`src/rtl/retire_rat.sv`:
```
// retire_rat: retirement register alias table.
// Holds the committed architectural-to-physical map. On each commit it
// queues the displaced physical register in a small return FIFO, which
// drains one entry per cycle into the free list. The full committed map
// is exported so the front-end RAT can be restored after a flush.
// Optional feature: define RRF_DUAL_COMMIT_EN to enable the second commit
// slot, which allows up to two buffer pushes per cycle.
module retire_rat #(
  parameter int ARCH_REGS     = 32,
  parameter int PHYS_WIDTH    = 6,
  parameter int RET_BUF_DEPTH = 4
) (
  input  logic                            clk,
  input  logic                            rst,
  input  logic                            commit0_valid,
  input  logic [4:0]                      commit0_rd,
  input  logic [PHYS_WIDTH-1:0]           commit0_pd,
  input  logic                            commit1_valid,
  input  logic [4:0]                      commit1_rd,
  input  logic [PHYS_WIDTH-1:0]           commit1_pd,
  output logic                            commit_ready,
  output logic                            free_enqueue,
  output logic [PHYS_WIDTH-1:0]           free_pd,
  input  logic                            global_branch_signal,
  output logic [ARCH_REGS*PHYS_WIDTH-1:0] rrf_map
);

  localparam int PTR_W = $clog2(RET_BUF_DEPTH);
  localparam int CNT_W = $clog2(RET_BUF_DEPTH + 1);

  logic slot1_valid;

`ifdef RRF_DUAL_COMMIT_EN
  // Two pushes may land in one cycle, so keep room for both.
  localparam int READY_MAX = RET_BUF_DEPTH - 2;
  assign slot1_valid = commit1_valid;
  // A flush only redirects the front end; committed state is untouched.
  logic unused_flush;
  assign unused_flush = global_branch_signal;
`else
  localparam int READY_MAX = RET_BUF_DEPTH - 1;
  assign slot1_valid = 1'b0;
  // Slot 1 is disabled; a flush leaves committed state untouched.
  logic unused_slot1;
  assign unused_slot1 = ^{commit1_valid, commit1_rd, commit1_pd, global_branch_signal};
`endif

  logic [PHYS_WIDTH-1:0] map_q  [ARCH_REGS];
  logic [PHYS_WIDTH-1:0] map_d  [ARCH_REGS];
  logic [PHYS_WIDTH-1:0] rbuf_q [RET_BUF_DEPTH];
  logic [PHYS_WIDTH-1:0] rbuf_d [RET_BUF_DEPTH];
  logic [PTR_W-1:0]      head_q, head_d;
  logic [PTR_W-1:0]      tail_q, tail_d;
  logic [CNT_W-1:0]      count_q, count_d;

  logic                  acc0, acc1, pop;
  logic [PHYS_WIDTH-1:0] old0, old1;
  logic [PTR_W-1:0]      wptr;
  logic [1:0]            npush;

  // Ready comes from the registered count only; the same-cycle pop is not credited.
  assign commit_ready = (count_q <= CNT_W'(READY_MAX));
  assign free_enqueue = (count_q != '0);
  assign free_pd      = rbuf_q[head_q];

  // Export the committed table as a flat vector, entry i at [i*PHYS_WIDTH +: PHYS_WIDTH].
  for (genvar gi = 0; gi < ARCH_REGS; gi++) begin : g_map_out
    assign rrf_map[gi*PHYS_WIDTH +: PHYS_WIDTH] = map_q[gi];
  end

  // Apply accepted commits (slot 0 before slot 1) and update the return FIFO.
  always_comb begin
    map_d   = map_q;
    rbuf_d  = rbuf_q;
    acc0    = commit0_valid && commit_ready && (commit0_rd != 5'd0);
    acc1    = slot1_valid   && commit_ready && (commit1_rd != 5'd0);
    pop     = free_enqueue;
    npush   = 2'd0;
    wptr    = tail_q;

    old0 = map_q[commit0_rd];
    // Slot 1 sees slot 0's write when both target the same register.
    old1 = (acc0 && (commit1_rd == commit0_rd)) ? commit0_pd : map_q[commit1_rd];

    if (acc0) begin
      map_d[commit0_rd] = commit0_pd;
      rbuf_d[wptr]      = old0;
      wptr              = wptr + PTR_W'(1);
      npush             = npush + 2'd1;
    end
    if (acc1) begin
      map_d[commit1_rd] = commit1_pd;
      rbuf_d[wptr]      = old1;
      wptr              = wptr + PTR_W'(1);
      npush             = npush + 2'd1;
    end

    tail_d  = wptr;
    head_d  = pop ? (head_q + PTR_W'(1)) : head_q;
    count_d = count_q + CNT_W'(npush) - CNT_W'(pop);
  end

  // State registers; reset restores the identity map and empties the FIFO.
  always_ff @(posedge clk) begin
    if (rst) begin
      for (int i = 0; i < ARCH_REGS; i++) map_q[i] <= PHYS_WIDTH'(i);
      for (int j = 0; j < RET_BUF_DEPTH; j++) rbuf_q[j] <= '0;
      head_q  <= '0;
      tail_q  <= '0;
      count_q <= '0;
    end else begin
      map_q   <= map_d;
      rbuf_q  <= rbuf_d;
      head_q  <= head_d;
      tail_q  <= tail_d;
      count_q <= count_d;
    end
  end

endmodule
```
`config.mk`:
```
export PLATFORM = sky130hd
export DESIGN_NAME = retire_rat
export DESIGN_NICKNAME = d
export VERILOG_FILES = /design/src/rtl/retire_rat.sv
export SDC_FILE = /design/constraint.sdc
export NUM_CORES = 1
export LEC_CHECK = 0
export CORE_ASPECT_RATIO = 0.5
export CORE_MARGIN = 4
export CORE_UTILIZATION = 51
export CTS_CLUSTER_DIAMETER = 150
export DETAILED_ROUTE_END_ITERATION = 7
export GPL_TIMING_DRIVEN = 0
export PLACE_DENSITY = 0.78
export SLEW_MARGIN = 10
export SYNTH_ARGS = -nofsm -noshare
export SYNTH_HDL_FRONTEND = slang
export SYNTH_SLANG_ARGS = --single-unit
```
`constraint.sdc`:
```
create_clock -name clk -period 3.5 [get_ports clk]
set_input_delay 0.35 -clock clk [delete_from_list [all_inputs] [get_ports clk]]
set_output_delay 0.35 -clock clk [all_outputs]
set_load 0.05 [all_outputs]
```
Word-level counts from Yosys, hierarchy flattened
Cells that the tools add are included.
W data, S select, Z words.

word-level totals
  flip-flop bits (word level) = 223
  input port bits = 27
  output and inout bits = 200
  logic and storage cells = 71

cells by class
  add/subtract/negate cells = 4
  $lt $le $gt $ge = 6
  mux-type cells = 13
  bitwise gates (word level) = 3
  reduce and logical (&&, ||, !) cells = 6

operators by type and width
  kind                   number
  $bwmux W192            1
  $mux W6                6
  $bmux W6 S5            1
  $demux W6 S5           1
  $bwmux W24             1
  $bmux W6 S2            1
  $demux W6 S2           1
  $ge A3 B3 Y1 const B   2
  $ge A6 B6 Y1 const B   1
  $lt A6 B1 Y1 const B   1
  $not A2 Y3             2
  $not A5 Y6             1
  $reduce_bool A5 Y1     1
  $add A2 B1 Y2 const B  2
  $logic_and A1 B1 Y1    4
  $add A3 B2 Y3          1
  $le A3 B2 Y1 const B   1
  $lt A3 B1 Y1 const B   1
  $reduce_bool A3 Y1     1
  $sub A3 B1 Y3          1
  $mux W1                1

Depth between registers and ports, before layout
  depth in word-level cells = 6
  mapped depth = 13
  mapped depth without buffers = 12

Worst setup path after synthesis
OpenSTA, ideal clock, no wires.

  path kind = reg-to-reg
  from = register count_q[2]
  to = register count_q[2]
  setup time = 0.128 ns
  arrival = 2.408 ns
  data required time = 3.372 ns
  setup slack = 0.964 ns
  stages on the path, launching flop included = 14
  path buffers = 1
  cell sequence = dfxtp_1 -> inv_1 -> ha_1 -> and3b_1 -> buf_2 -> a211oi_1 -> inv_1 -> ha_1 -> inv_1 -> ha_1 -> inv_1 -> fa_1 -> xor2_1 -> nor2_1

between the ends
  word-level cells in the longest chain between the ends = 6

ends and longest elaborated chain
  what                               line  source
  start: declaration                 54    logic [CNT_W-1:0] count_q, count_d;
  start signal: assignment           116   count_q <= count_d;
  $le A3 B2 Y1                       62    assign commit_ready = (count_q <= CNT_W'(READY_MAX));
  $logic_and A1 B1 Y1 (2 in series)  75    acc0 = commit0_valid && commit_ready && (commit0_rd != 5'd0);
  $mux W1                            85    if (acc0) begin
  $add A3 B2 Y3                      100   count_d = count_q + CNT_W'(npush) - CNT_W'(pop);
  $sub A3 B1 Y3 *                    100

Every way passes the cells marked *; elsewhere a longest branch is shown, timed or not.
A chain may end at the register's enable or synchronous reset.

Final worst setup path
  from = input commit0_rd[1]
  to = register rbuf_q[4] (netlist bit)

between the ends
  word-level cells in the longest chain between the ends = 5

ends and longest elaborated chain
  what                                         line  source
  start: declaration                           16    input logic [4:0] commit0_rd,
  $not A5 Y6 (not written as such)             81    old0 = map_q[commit0_rd];
  $bmux W6 S5                                  81
  $mux W6 (not written as such) (2 in series)  81
  $bwmux W24                                   87    rbuf_d[wptr] = old0;
  end signal: assignment                       113   rbuf_q <= rbuf_d;
  end: declaration                             50    logic [PHYS_WIDTH-1:0] rbuf_q [RET_BUF_DEPTH];

Parallel ways exist; a longest one is shown, timed or not. The select of a mux whose other input is x is not followed.

==> impl_metrics.json <==
{
  "status": "complete, no violations",
  "top_layer_used": "met4",
  "cts_setup_buffers": 0,
  "grt_pass1_wl_mm": 68.3,
  "cts_tree": "built",
  "netlist_area_um2": 10500,
  "yosysSeqAreaShare_pct": 42.7,
  "synth_ff_type": "dfxtp_1",
  "postCtsHoldBufs": 0,
  "period_minus_slack_ns": 3.27,
  "fin_nets": 1398,
  "p_leak_nw": 5.12,
  "vias_per_cell": 6.74,
  "gr-total-overflow": 0,
  "period_share_pct": 93.4,
  "h-tree-depth": 1,
  "num_rows": 36,
  "grt_max_degree": 16,
  "ys_types": 45,
  "avgRoutedWirePerCell_um": 29.0,
  "cp_max_fo": 10,
  "synth_edf_count": 0,
  "setup.worst_path.class": "in2reg",
  "track_usage_pct": 40.0,
  "hold_viol": 0,
  "peakVddDrop_mv": 0.306,
  "clk_pin_slew_ns": 0.07,
  "die_h_um": 109,
  "ant_nets": 0,
  "ctsResizeCount": 0,
  "wl_met2_mm": 19.4,
  "drt-total-wl_mm": 47.6,
  "relSlewSlack_pct": 17.8,
  "cts_root_buf": "clkbuf_16",
  "slew_violations": 0,
  "worst_ep_required_time_ns": 3.81,
  "power_mw": 6.37,
  "fmax_mhz": 306,
  "ff_latch_area_um2": 4460,
  "skew_ns": 0.0183,
  "postPlaceCellArea_um2": 12900,
  "setup_viol": 0,
  "antenna_cells": 0,
  "avgSynthCellArea_um2": 9.24,
  "nFillCells": 1661,
  "first_iter_violations": 1683,
  "worstMarginPinSlew_ns": 1.22,
  "dp_hpwl_mm": 35.7,
  "rsz0062_at_grt": "no",
  "syn_inst": 1132,
  "coreArea_um2": 19800,
  "die_area_um2": 23000,
  "startpoint_type": "input port",
  "grt_pass1_vias": 10500,
  "hold_path.class": "in2reg",
  "vias": 11100,
  "syn_to_final_growth_pct": 29.6,
  "yosys_warnings": 0,
  "numCtsBuffers": 21,
  "synth_nets": 1167,
  "drc_errors": 0,
  "clock_latency_ns": 0.52,
  "ys_ff_latch": 223,
  "met3_wirelength_mm": 7.44,
  "antenna_found_initial": 1,
  "io_buffers": 208,
  "clk_path_buf_depth": 3,
  "cts_sinks": 223,
  "crit_path_end_kind": "register",
  "cap_violations": 0,
  "multiInputGateArea_um2": 5390,
  "worst_ep_arrival_time_ns": 3.58,
  "die_w_um": 211,
  "pin_count": 227,
  "p_per_area_nw_per_um2": 470,
  "firstDrtPassIters": 6,
  "wl_met1_mm": 19.1,
  "drive_gt1_share_pct": 8.44,
  "start_util_pct": 52.8,
  "final_area_um2": 13600,
  "setup-tns-final_ns": 0,
  "gp_congestion": 1.02,
  "async_flop_share_pct": 0
}
-- synth_stat cells, types with 7 or more instances --
cell type,n,area share (%)
nor3_1,41,2.0
buf_4,12,0.86
inv_1,14,0.50
nand3b_1,8,0.57
nand4_2,8,0.96
a211o_1,76,6.4
buf_2,35,1.7
buf_1,7,0.25
dfxtp_1,223,43
nand2_1,21,0.75
a21oi_1,78,3.7
o22ai_1,47,2.8
nand3_1,83,4.0
mux2i_1,125,12
ha_1,7,0.84
o21ai_0,82,3.9
a311oi_1,24,2.0
nor2_1,81,2.9
nor2b_1,9,0.54
and3_1,16,0.96
clkbuf_1,69,2.5
-- flip-flops by register name, summed over array words and instances (netlist names) --
register  count
rrf_map     192
rbuf_q       24
count_q       3
head_q        2
tail_q        2
-- worst max-delay path: stages --
cell,delay (ns)
clkdlybuf4s50_1,0.49
buf_2,0.36
buf_2,0.53
mux2i_1,0.38
o22ai_1,0.24
nor4_1,0.98
a311oi_1,0.23
-- metal layers --
metal	up-vias	track usage, %
li1	4673	-
met1	5387	55.2
met2	869	57.5
met3	131	15.6
met4	0	12.8
met5	-	0
-- report_power, final --
| part | leakage [nW] | internal (mW) | total (mW) | switching [mW] |
|---|---|---|---|---|
| Sequential | 1.80 | 2.63 | 2.71 | 0.0722 |
| Combinational | 2.99 | 0.425 | 1.34 | 0.913 |
| Clock | 0.326 | 1.28 | 2.33 | 1.05 |
-- stage by stage --
| stage | setup WS, ns | util, % | cells | hold slack (ns) |
|---|---|---|---|---|
| finish | 0.232 | 68.4 | 1641 | 0.257 |
| global route | 0.216 | 68.4 | 1641 | 0.277 |
| CTS | 0.458 | 68.4 | 1641 | 0.232 |
| detailed placement | -0.0764 | 65.0 | 1606 | 0.477 |
| global placement | -0.283 | 65.0 | 1606 | 0.471 |
| floorplan | 0.964 | - | 1132 | 0.473 |
-- kinds of logic after synthesis --
family                   count (synthesis)  share of synthesized area (%)
AO/OA/AOI/OAI                          313                           19.6
XOR/XNOR                                 3                          0.251
adder cells (fa/ha/maj)                  8                           1.03
buffers and inverters                  139                           5.98
flip-flops                             223                           42.7
multiplexers                           131                           13.2
AND/OR/NAND/NOR                        315                           17.2
-- path summary, 6_finish.rpt --
kind | startpoint | depth (start not counted) | endpoint | slack [ns]
worst min-delay path | commit0_pd[4] | 3 | rrf_map[94] | 0.26
worst max-delay path | commit0_rd[1] | 7 | rbuf_q[4] | 0.23
worst min register to register | rrf_map[4] | 1 | rrf_map[4] | 0.49
worst max register to register | count_q[2] | 13 | count_q[2] | 0.67
-- cell usage in the layout, fill, tap and decap left out, types with 5 or more instances in the layout --
cell / synthesis / final
buf_1: 7 / 7
a21oi_1: 78 / 78
nand3_1: 83 / 83
nor4_2: 6 / 9
a211o_1: 76 / 76
nand3b_1: 8 / 8
mux2i_1: 125 / 125
inv_1: 14 / 14
mux4_2: 6 / 6
nand4b_1: 5 / 5
o21ai_0: 82 / 82
ha_1: 7 / 7
nand2_1: 21 / 21
clkbuf_1: 69 / 72
nor2b_1: 9 / 9
nor3_1: 41 / 41
a311oi_1: 24 / 24
nand4bb_1: 6 / 6
dfxtp_1: 223 / 223
clkinv_2: 0 / 5
nand4_2: 8 / 8
nor2_1: 81 / 81
buf_4: 12 / 12
clkdlybuf4s50_1: 0 / 208
buf_2: 35 / 35
clkbuf_16: 0 / 21
and3_1: 16 / 16
o22ai_1: 47 / 47
-- area by class of cell --
class                           count  area share (%)
Sequential cell                   223            32.9
Inverter                           14           0.388
Buffer                            125            4.23
Timing Repair Buffer              208            15.4
Multi-Input combinational cell    770            39.8
Clock inverter                     10           0.812
Clock buffer                       25            4.06
Tap cell                          266            2.45
(Power assumes the default switching activity.)
